<file path="config.mk">
export PLATFORM = sky130hd
export DESIGN_NAME = valu_issue_ctrl
export DESIGN_NICKNAME = d
export VERILOG_FILES = /design/src/rtl/valu_pkg.sv /design/src/rtl/queue_occ_ctr.sv /design/src/rtl/valu_issue_ctrl.sv
export SDC_FILE = /design/constraint.sdc
export NUM_CORES = 1
export LEC_CHECK = 0
export CAP_MARGIN = 10
export CORE_UTILIZATION = 47
export CTS_CLUSTER_DIAMETER = 100
export DETAILED_ROUTE_END_ITERATION = 10
export GPL_ROUTABILITY_DRIVEN = 0
export PLACE_DENSITY = 0.81
export SYNTH_ARGS = -nofsm -noshare
export SYNTH_HDL_FRONTEND = slang
export SYNTH_SLANG_ARGS = --single-unit
</file>
<file path="constraint.sdc">
create_clock -name clk -period 6.4 [get_ports clk]
set_input_delay 1.6 -clock clk [delete_from_list [all_inputs] [get_ports clk]]
set_output_delay 1.6 -clock clk [all_outputs]
set_load 0.05 [all_outputs]
</file>
<file path="src/rtl/valu_pkg.sv">
// Shared definitions for the VALU issue controller: FSM encoding, default
// geometry and opcode constants.
package valu_pkg;

   localparam int DEPTH_DEF    = 5;
   localparam int CNT_W_DEF    = 3;
   localparam int OP_W_DEF     = 4;
   localparam int EXEC_LAT_DEF = 2;

   typedef enum logic [1:0] {
      ST_IDLE  = 2'd0,
      ST_FETCH = 2'd1,
      ST_EXEC  = 2'd2,
      ST_WB    = 2'd3
   } valu_state_e;

   localparam logic [OP_W_DEF-1:0] OP_ADD = 4'h0;
   localparam logic [OP_W_DEF-1:0] OP_SUB = 4'h1;
   localparam logic [OP_W_DEF-1:0] OP_AND = 4'h2;
   localparam logic [OP_W_DEF-1:0] OP_OR  = 4'h3;
   localparam logic [OP_W_DEF-1:0] OP_XOR = 4'h4;
   localparam logic [OP_W_DEF-1:0] OP_MUL = 4'h5;

   // Width of the exec down-counter, which only ever holds EXEC_LAT-1.
   function automatic int exec_cnt_w(input int lat);
      return (lat > 2) ? $clog2(lat) : 1;
   endfunction

endpackage

</file>
<file path="src/rtl/queue_occ_ctr.sv">
// Occupancy counter for one flag-less queue; grants writes/reads only when
// they cannot overflow or underflow the queue.
module queue_occ_ctr #(
   parameter int DEPTH = 5,
   parameter int CNT_W = 3
) (
   input  logic             clk,
   input  logic             rst,
   input  logic             i_wr_req,
   input  logic             i_wr_block,
   input  logic             i_rd_req,
   input  logic             i_rd_block,
   output logic             o_wr_gnt,
   output logic             o_rd_gnt,
   output logic [CNT_W-1:0] o_count
);

   logic [CNT_W-1:0] r_count;
   logic             w_not_full;
   logic             w_not_empty;

   assign w_not_full  = (r_count < CNT_W'(DEPTH));
   assign w_not_empty = (r_count != '0);

   assign o_wr_gnt = ~rst & i_wr_req & w_not_full  & ~i_wr_block;
   assign o_rd_gnt = ~rst & i_rd_req & w_not_empty & ~i_rd_block;
   assign o_count  = r_count;

   always_ff @(posedge clk) begin
      if (rst) begin
         r_count <= '0;
      end else if (o_wr_gnt && !o_rd_gnt) begin
         r_count <= r_count + CNT_W'(1);
      end else if (o_rd_gnt && !o_wr_gnt) begin
         r_count <= r_count - CNT_W'(1);
      end
   end

endmodule

</file>
<file path="src/rtl/valu_issue_ctrl.sv">
// Issue controller for the VALU: owns occupancy of operand queues A/B and the
// result queue, and sequences pop -> start -> fixed-latency wait -> write-back.
//
//   state    | meaning
//   ---------+-----------------------------------------------------------
//   ST_IDLE  | waiting for cmd_valid with both operands and a result slot
//   ST_FETCH | queue DataOut valid; pulse valu_start, load exec counter
//   ST_EXEC  | counting down the remaining VALU latency
//   ST_WB    | pulse res_write into the result queue
module valu_issue_ctrl
   import valu_pkg::*;
#(
   parameter int DEPTH    = DEPTH_DEF,
   parameter int CNT_W    = CNT_W_DEF,
   parameter int OP_W     = OP_W_DEF,
   parameter int EXEC_LAT = EXEC_LAT_DEF
) (
   input  logic             clk,
   input  logic             rst,
   input  logic             a_wr_req,
   output logic             a_wr_gnt,
   input  logic             b_wr_req,
   output logic             b_wr_gnt,
   output logic             qa_write,
   output logic             qa_read,
   output logic             qb_write,
   output logic             qb_read,
   input  logic             cmd_valid,
   input  logic [OP_W-1:0]  cmd_op,
   output logic             cmd_ready,
   output logic             valu_start,
   output logic [OP_W-1:0]  valu_op,
   output logic             res_write,
   input  logic             out_rd_req,
   output logic             out_rd_gnt,
   output logic [CNT_W-1:0] a_count,
   output logic [CNT_W-1:0] b_count,
   output logic [CNT_W-1:0] r_count,
   output logic             busy
);

   localparam int EXEC_W = exec_cnt_w(EXEC_LAT);

   valu_state_e       r_state, w_state_nxt;
   logic [EXEC_W-1:0] r_exec_cnt, w_exec_cnt_nxt;
   logic [OP_W-1:0]   r_valu_op;
   logic              w_pop;
   logic              w_start;
   logic              w_res_write;
   logic              w_a_rd_gnt;
   logic              w_b_rd_gnt;
   logic              w_r_wr_gnt;

   // Requiring a free result slot at pop time guarantees write-back never stalls.
   assign w_pop = ~rst && (r_state == ST_IDLE) && cmd_valid &&
                  (a_count != '0) && (b_count != '0) &&
                  (r_count < CNT_W'(DEPTH));

   always_comb begin
      w_state_nxt    = r_state;
      w_exec_cnt_nxt = r_exec_cnt;
      w_start        = 1'b0;
      w_res_write    = 1'b0;
      case (r_state)
         ST_IDLE: begin
            if (w_pop) w_state_nxt = ST_FETCH;
         end
         ST_FETCH: begin
            w_start        = 1'b1;
            w_exec_cnt_nxt = EXEC_W'(EXEC_LAT - 1);
            w_state_nxt    = (EXEC_LAT == 1) ? ST_WB : ST_EXEC;
         end
         ST_EXEC: begin
            w_exec_cnt_nxt = r_exec_cnt - EXEC_W'(1);
            if (r_exec_cnt == EXEC_W'(1)) w_state_nxt = ST_WB;
         end
         ST_WB: begin
            w_res_write = 1'b1;
            w_state_nxt = ST_IDLE;
         end
         default: w_state_nxt = ST_IDLE;
      endcase
   end

   always_ff @(posedge clk) begin
      if (rst) begin
         r_state    <= ST_IDLE;
         r_exec_cnt <= '0;
         r_valu_op  <= '0;
      end else begin
         r_state    <= w_state_nxt;
         r_exec_cnt <= w_exec_cnt_nxt;
         if (w_pop) r_valu_op <= cmd_op;
      end
   end

   queue_occ_ctr #(.DEPTH(DEPTH), .CNT_W(CNT_W)) u_occ_a (
      .clk        (clk),
      .rst        (rst),
      .i_wr_req   (a_wr_req),
      .i_wr_block (w_pop),
      .i_rd_req   (w_pop),
      .i_rd_block (1'b0),
      .o_wr_gnt   (a_wr_gnt),
      .o_rd_gnt   (w_a_rd_gnt),
      .o_count    (a_count)
   );

   queue_occ_ctr #(.DEPTH(DEPTH), .CNT_W(CNT_W)) u_occ_b (
      .clk        (clk),
      .rst        (rst),
      .i_wr_req   (b_wr_req),
      .i_wr_block (w_pop),
      .i_rd_req   (w_pop),
      .i_rd_block (1'b0),
      .o_wr_gnt   (b_wr_gnt),
      .o_rd_gnt   (w_b_rd_gnt),
      .o_count    (b_count)
   );

   // Write-back wins over a consumer read in the same cycle.
   queue_occ_ctr #(.DEPTH(DEPTH), .CNT_W(CNT_W)) u_occ_r (
      .clk        (clk),
      .rst        (rst),
      .i_wr_req   (~rst & w_res_write),
      .i_wr_block (1'b0),
      .i_rd_req   (out_rd_req),
      .i_rd_block (w_res_write),
      .o_wr_gnt   (w_r_wr_gnt),
      .o_rd_gnt   (out_rd_gnt),
      .o_count    (r_count)
   );

   assign qa_write   = a_wr_gnt;
   assign qb_write   = b_wr_gnt;
   assign qa_read    = w_a_rd_gnt;
   assign qb_read    = w_b_rd_gnt;
   assign cmd_ready  = w_pop;
   assign valu_start = ~rst & w_start;
   assign res_write  = w_r_wr_gnt;
   assign valu_op    = r_valu_op;
   assign busy       = (r_state != ST_IDLE);

endmodule

</file>
# [Word level (Yosys, flattened, before mapping)]
# Cells that the tools add are included.
# W data, S select, Z words.
[classes] order_cmp=3 eq_ne=5 bitwise_logic=19 n_addsub=7 muxes=12 n_reduce_logical=27
[ops] operator="$mux W3" count=6
[ops] operator="$and A1 B1 Y1" count=16
[ops] operator="$logic_and A1 B1 Y1" count=11
[ops] operator="$reduce_bool A2 Y1" count=5
[ops] operator="$add A3 B1 Y3 const B" count=3
[ops] operator="$lt A3 B3 Y1 const B" count=3
[ops] operator="$reduce_bool A3 Y1" count=3
[ops] operator="$sub A3 B1 Y3 const B" count=3
[ops] operator="$pmux W2 S4" count=1
[ops] operator="$logic_not A1 Y1" count=6
[ops] operator="$eq A2 B2 Y1 const B" count=2
[ops] operator="$mux W2" count=2
[ops] operator="$not A1 Y1" count=3
[ops] operator="$eq A2 B1 Y1 const B" count=1
[ops] operator="$logic_not A2 Y1" count=1
[ops] operator="$mux W1" count=2
[ops] operator="$ne A2 B1 Y1 const B" count=1
[ops] operator="$ne A2 B2 Y1 const B" count=1
[ops] operator="$pmux W1 S2" count=1
[ops] operator="$reduce_and A2 Y1" count=1
[ops] operator="$sub A1 B1 Y1 const B" count=1
[totals] wordCells=79 inputBits=10 regBits=16

# [Depth between registers and ports, before layout]
[depth] depth_word=12 depth_mapped=12 depth_no_buf=12

# [Hierarchy]
# Synthesis repeated with hierarchy kept, for this count alone.
[hier_totals] hier_cells=110 hier_area_um2=969.7
[by_module_without_submodules] mod="queue_occ_ctr" cells_per_inst=20 area_per_inst_um2=178.9 instances=3
[by_module_without_submodules] mod="valu_issue_ctrl" cells_per_inst=50 area_per_inst_um2=432.9 instances=1

# [Worst setup path before layout]
# No wires, ideal clock.
[synth_path] kind="in2out" startpoint="in rst" endpoint="out qa_read" cell_stages=2 required_ps=4800 arrival_time_ps=3389 slack_ps=1411 path_cell_list="nand3b_4 > nor4b_1"
[synth_via] elab_chain_cells=8
[synth_lines] element="start: declaration" line="valu_issue_ctrl.sv:19" rtl="input logic rst,"
[synth_lines] element="$not A1 Y1 (*)" line="queue_occ_ctr.sv:26, valu_issue_ctrl.sv:55"
[synth_lines] element="$logic_and A1 B1 Y1 (3 in series)" line="valu_issue_ctrl.sv:55" rtl="assign w_pop = ~rst && (r_state == ST_IDLE) && cmd_valid &&"
[synth_lines] element="$logic_and A1 B1 Y1 (2 in series)" line="valu_issue_ctrl.sv:56" rtl="(a_count != '0) && (b_count != '0) &&"
[synth_lines] element="$and A1 B1 Y1 (*) (2 in series)" line="queue_occ_ctr.sv:26" rtl="assign o_rd_gnt = ~rst & i_rd_req & w_not_empty & ~i_rd_block;"
[synth_lines] element="end: declaration" line="valu_issue_ctrl.sv:25" rtl="output logic qa_read,"
# Mark *: on every way between the ends. The rest lies on a longest branch, timed or not.

# [Final worst setup path]
[layout_path] startpoint="in rst" endpoint="out qa_write"
[layout_via] elab_chain_cells=8
[layout_lines] element="$not A1 Y1 (*)" line="queue_occ_ctr.sv:25, valu_issue_ctrl.sv:55"
[layout_lines] element="$logic_and A1 B1 Y1 (3 in series)" line="valu_issue_ctrl.sv:55"
[layout_lines] element="$logic_and A1 B1 Y1 (2 in series)" line="valu_issue_ctrl.sv:56"
[layout_lines] element="$not A1 Y1" line="queue_occ_ctr.sv:25" rtl="assign o_wr_gnt = ~rst & i_wr_req & w_not_full & ~i_wr_block;"
[layout_lines] element="$and A1 B1 Y1 (*)" line="queue_occ_ctr.sv:25"
[layout_lines] element="end: declaration" line="valu_issue_ctrl.sv:24" rtl="output logic qa_write,"
# Marked as above.

==> reports/metrics.yaml <==
dpl.hpwl_um: 1580
maxSlewHeadroom: 0.658
via_count: 836
grt_remaining_overflow: 0
cts_hold_buf: 0
syn_nets: 123
diodes: 0
min_from: "valu_op[1]"
cts_resized: 0
fin_cells: 163
io_buffers: 33
crit_chain: "clkdlybuf4s50_1 > nand3b_4 > nor4b_4 > nor2_1 > and3_1 > clkdlybuf4s50_1"
cp_top_family: "buffers and inverters"
drive_above_1_share: 0.0809
crit_fanout: 8
cp.required_ps: 4800
die_h_um: 47.7
synth_seq_area_share: 0.327
dieArea_um2: 2270
post_cts_buffers: 0
path_clk_slew_ps: 90
avgRoutedWirePerCell_um: 12.3
initial_core_util: 0.500
yosys_warnings: 0
io_pins: 34
pre_cts_ws_ps: 1130
setup_tns_ps: 0
min_period_over_period: 0.822
crit_buf_inv: 2
grt_util_all_layers: 0.202
maxSlewViolCount: 0
cts_max_path_buffers: 2
fin_nets: 158
grt_first_pass_wirelength_um: 3240
end_kind: "output port"
final.setup.worst_slack_ps: 1140
cts.sinks: 16
grt_max_degree: 24
antenna_found_initial: 0
setup_violations: 0
htreeDepth: 1
r2r_start: "r_state[1]"
finalHoldViolCount: 0
ys_seq_elements: 16
drc_errors: 0
reg2reg_slack_ps: 3720
synthCells: 102
hold_path_class: "reg2reg"
leakagePower_nw: 0.560
routed_wl_um: 2000
worst-endpoint-arrival_ps: 3660
cts_tree: "yes"
drtIter0Drc: 8
synth.cell_area_um2: 981
vdd_drop_max_v: 0.000222
reg2reg_depth: 12
dp_cells: 159
powerDensity_nw_per_um2: 378
regToRegEndpoint: "u_occ_a.o_count[2]"
outcome: "finished, final reports clean"
crit_type: "in2out"
crit_path_frequent_cell: "clkdlybuf4s50_1"
root_buffer: "clkbuf_4"
min_to: "valu_op[1]"
worst_path_largest_cell_delay_ps: 710
synth_area_per_cell_um2: 9.62
vias_per_cell: 5.13
critPathLaunchType: "primary input"
antenna_left: 0
core_um2: 1960
first_pass_iters: 3
ys_types: 31
fin_skew_ps: 4.24
clk_latency_ps: 280
grt_pass1_vias: 775
worstMarginPinSlew_ps: 512
max_cap_viol_count: 0
max_freq_mhz: 190
rows: 16
grt_setup_unrepaired: "false"
syn_to_final_growth_pct: 38.9
min_path_cells: 2
crit_path_top_delay_cell: "clkdlybuf4s50_1"
period_minus_slack_ps: 5260
cts_buffers: 3
dieWidth_um: 47.7
==> layout make-up <==
class / count / area (µm²)
fillers: 177 / 599
inverters: 9 / 33.8
repair buffers: 35 / 345
multi-input cells: 72 / 593
flip-flops and latches: 16 / 320
well taps: 27 / 33.8
clock buffers: 4 / 36.3
==> worst max path at each step <==
stage / from / end / slack (ps) / cells past startpoint
2_1_floorplan: rst / qa_read / 1410 / 2
3_3_place_gp: cmd_valid / b_wr_gnt / 1180 / 6
3_5_place_dp: cmd_valid / qa_write / 1130 / 6
4_1_cts: rst / qa_write / 1120 / 6
5_1_grt: cmd_valid / qa_write / 1030 / 6
6_report: rst / qa_write / 1140 / 6
==> per-layer routing <==
metal,GRT usage,share of wire
met5,0,0
met4,0.0500,0.0060
met3,0.0566,0.049
met2,0.381,0.52
met1,0.220,0.43
==> layout by cell type, fill, tap and decap left out, drive strengths merged <==
cell type / instances
o21bai: 1
nor2: 14
o31ai: 1
a31oi: 1
xor2: 6
or3: 4
o311ai: 1
mux2i: 7
fa: 3
nand2: 1
buf: 2
clkbuf: 4
nor2b: 1
nand2b: 1
and3: 2
and3b: 1
ha: 8
o221ai: 1
nand3: 1
inv: 9
clkdlybuf4s50: 33
o21ai: 7
o221a: 1
a21oi: 3
nand4b: 1
nor3: 2
nand3b: 1
dfxtp: 16
nor4b: 3
==> worst register-to-register path: stages (launching register included) <==
cell and delay (ps):
dfxtp_1 350, inv_1 140, ha_1 270, nand3b_4 120
nor4b_4 440, nor2_1 90, and3_1 210, ha_1 230
inv_1 70, fa_1 170, xor2_1 80, or3_1 320
a21oi_1 140
==> flip-flops by register name, summed over array words and instances (netlist names) <==
| signal | cells |
|---|---|
| u_occ_r.o_count | 3 |
| u_occ_b.o_count | 3 |
| u_occ_a.o_count | 3 |
| r_exec_cnt | 1 |
| r_state | 2 |
| valu_op | 4 |
==> power breakdown <==
| group | switching, mW | total (mW) | internal [mW] |
|---|---|---|---|
| Clock | 0.0318 | 0.0664 | 0.0346 |
| Sequential | 0.0297 | 0.153 | 0.124 |
| Combinational | 0.183 | 0.296 | 0.112 |
| Total | 0.245 | 0.516 | 0.271 |
==> cells by family (layout without fill, tap and decap cells) <==
group,count (synthesis),count (layout),share of synthesized area
xor+xnor,6,6,0.0536
compound gates,16,16,0.102
mux,7,7,0.0714
buf+inv,14,48,0.0689
fa+ha+maj,11,11,0.163
flops,16,16,0.327
simple gates,32,32,0.214
==> per-stage QoR <==
step | utilization | hold WS, ps | instance area (µm²) | power [mW]
floorplan | - | 488 | 981 | 0.368
detailed placement | 0.676 | 485 | 1330 | 0.453
global placement | 0.676 | 478 | 1330 | 0.444
CTS | 0.695 | 512 | 1360 | 0.519
finish | 0.695 | 507 | 1360 | 0.516
global route | 0.695 | 556 | 1360 | 0.550
==> Yosys cell counts <==
master	number	area (µm²)
xor2_1	6	52.6
o311ai_0	1	8.76
buf_6	1	11.3
nand4b_1	1	8.76
o221ai_1	1	8.76
ha_1	8	100
nor2b_1	1	6.26
o221a_2	1	11.3
a21oi_1	3	15.0
o21ai_0	6	30.0
o31ai_1	1	7.51
nor4b_4	1	23.8
and3b_1	1	8.76
or3_1	4	25.0
o21ai_1	1	5.00
nor4b_1	2	17.5
buf_4	2	15.0
mux2i_1	7	70.1
dfxtp_1	16	320
nor3_2	2	20.0
nand2_1	1	3.75
o21bai_1	1	7.51
nand3_1	1	5.00
clkbuf_1	2	7.51
nand3b_4	1	20.0
nor2_1	14	52.6
inv_1	9	33.8
a31oi_1	1	6.26
nand2b_1	1	6.26
fa_1	3	60.1
and3_1	2	12.5
Power figures use the tool's default switching activity.
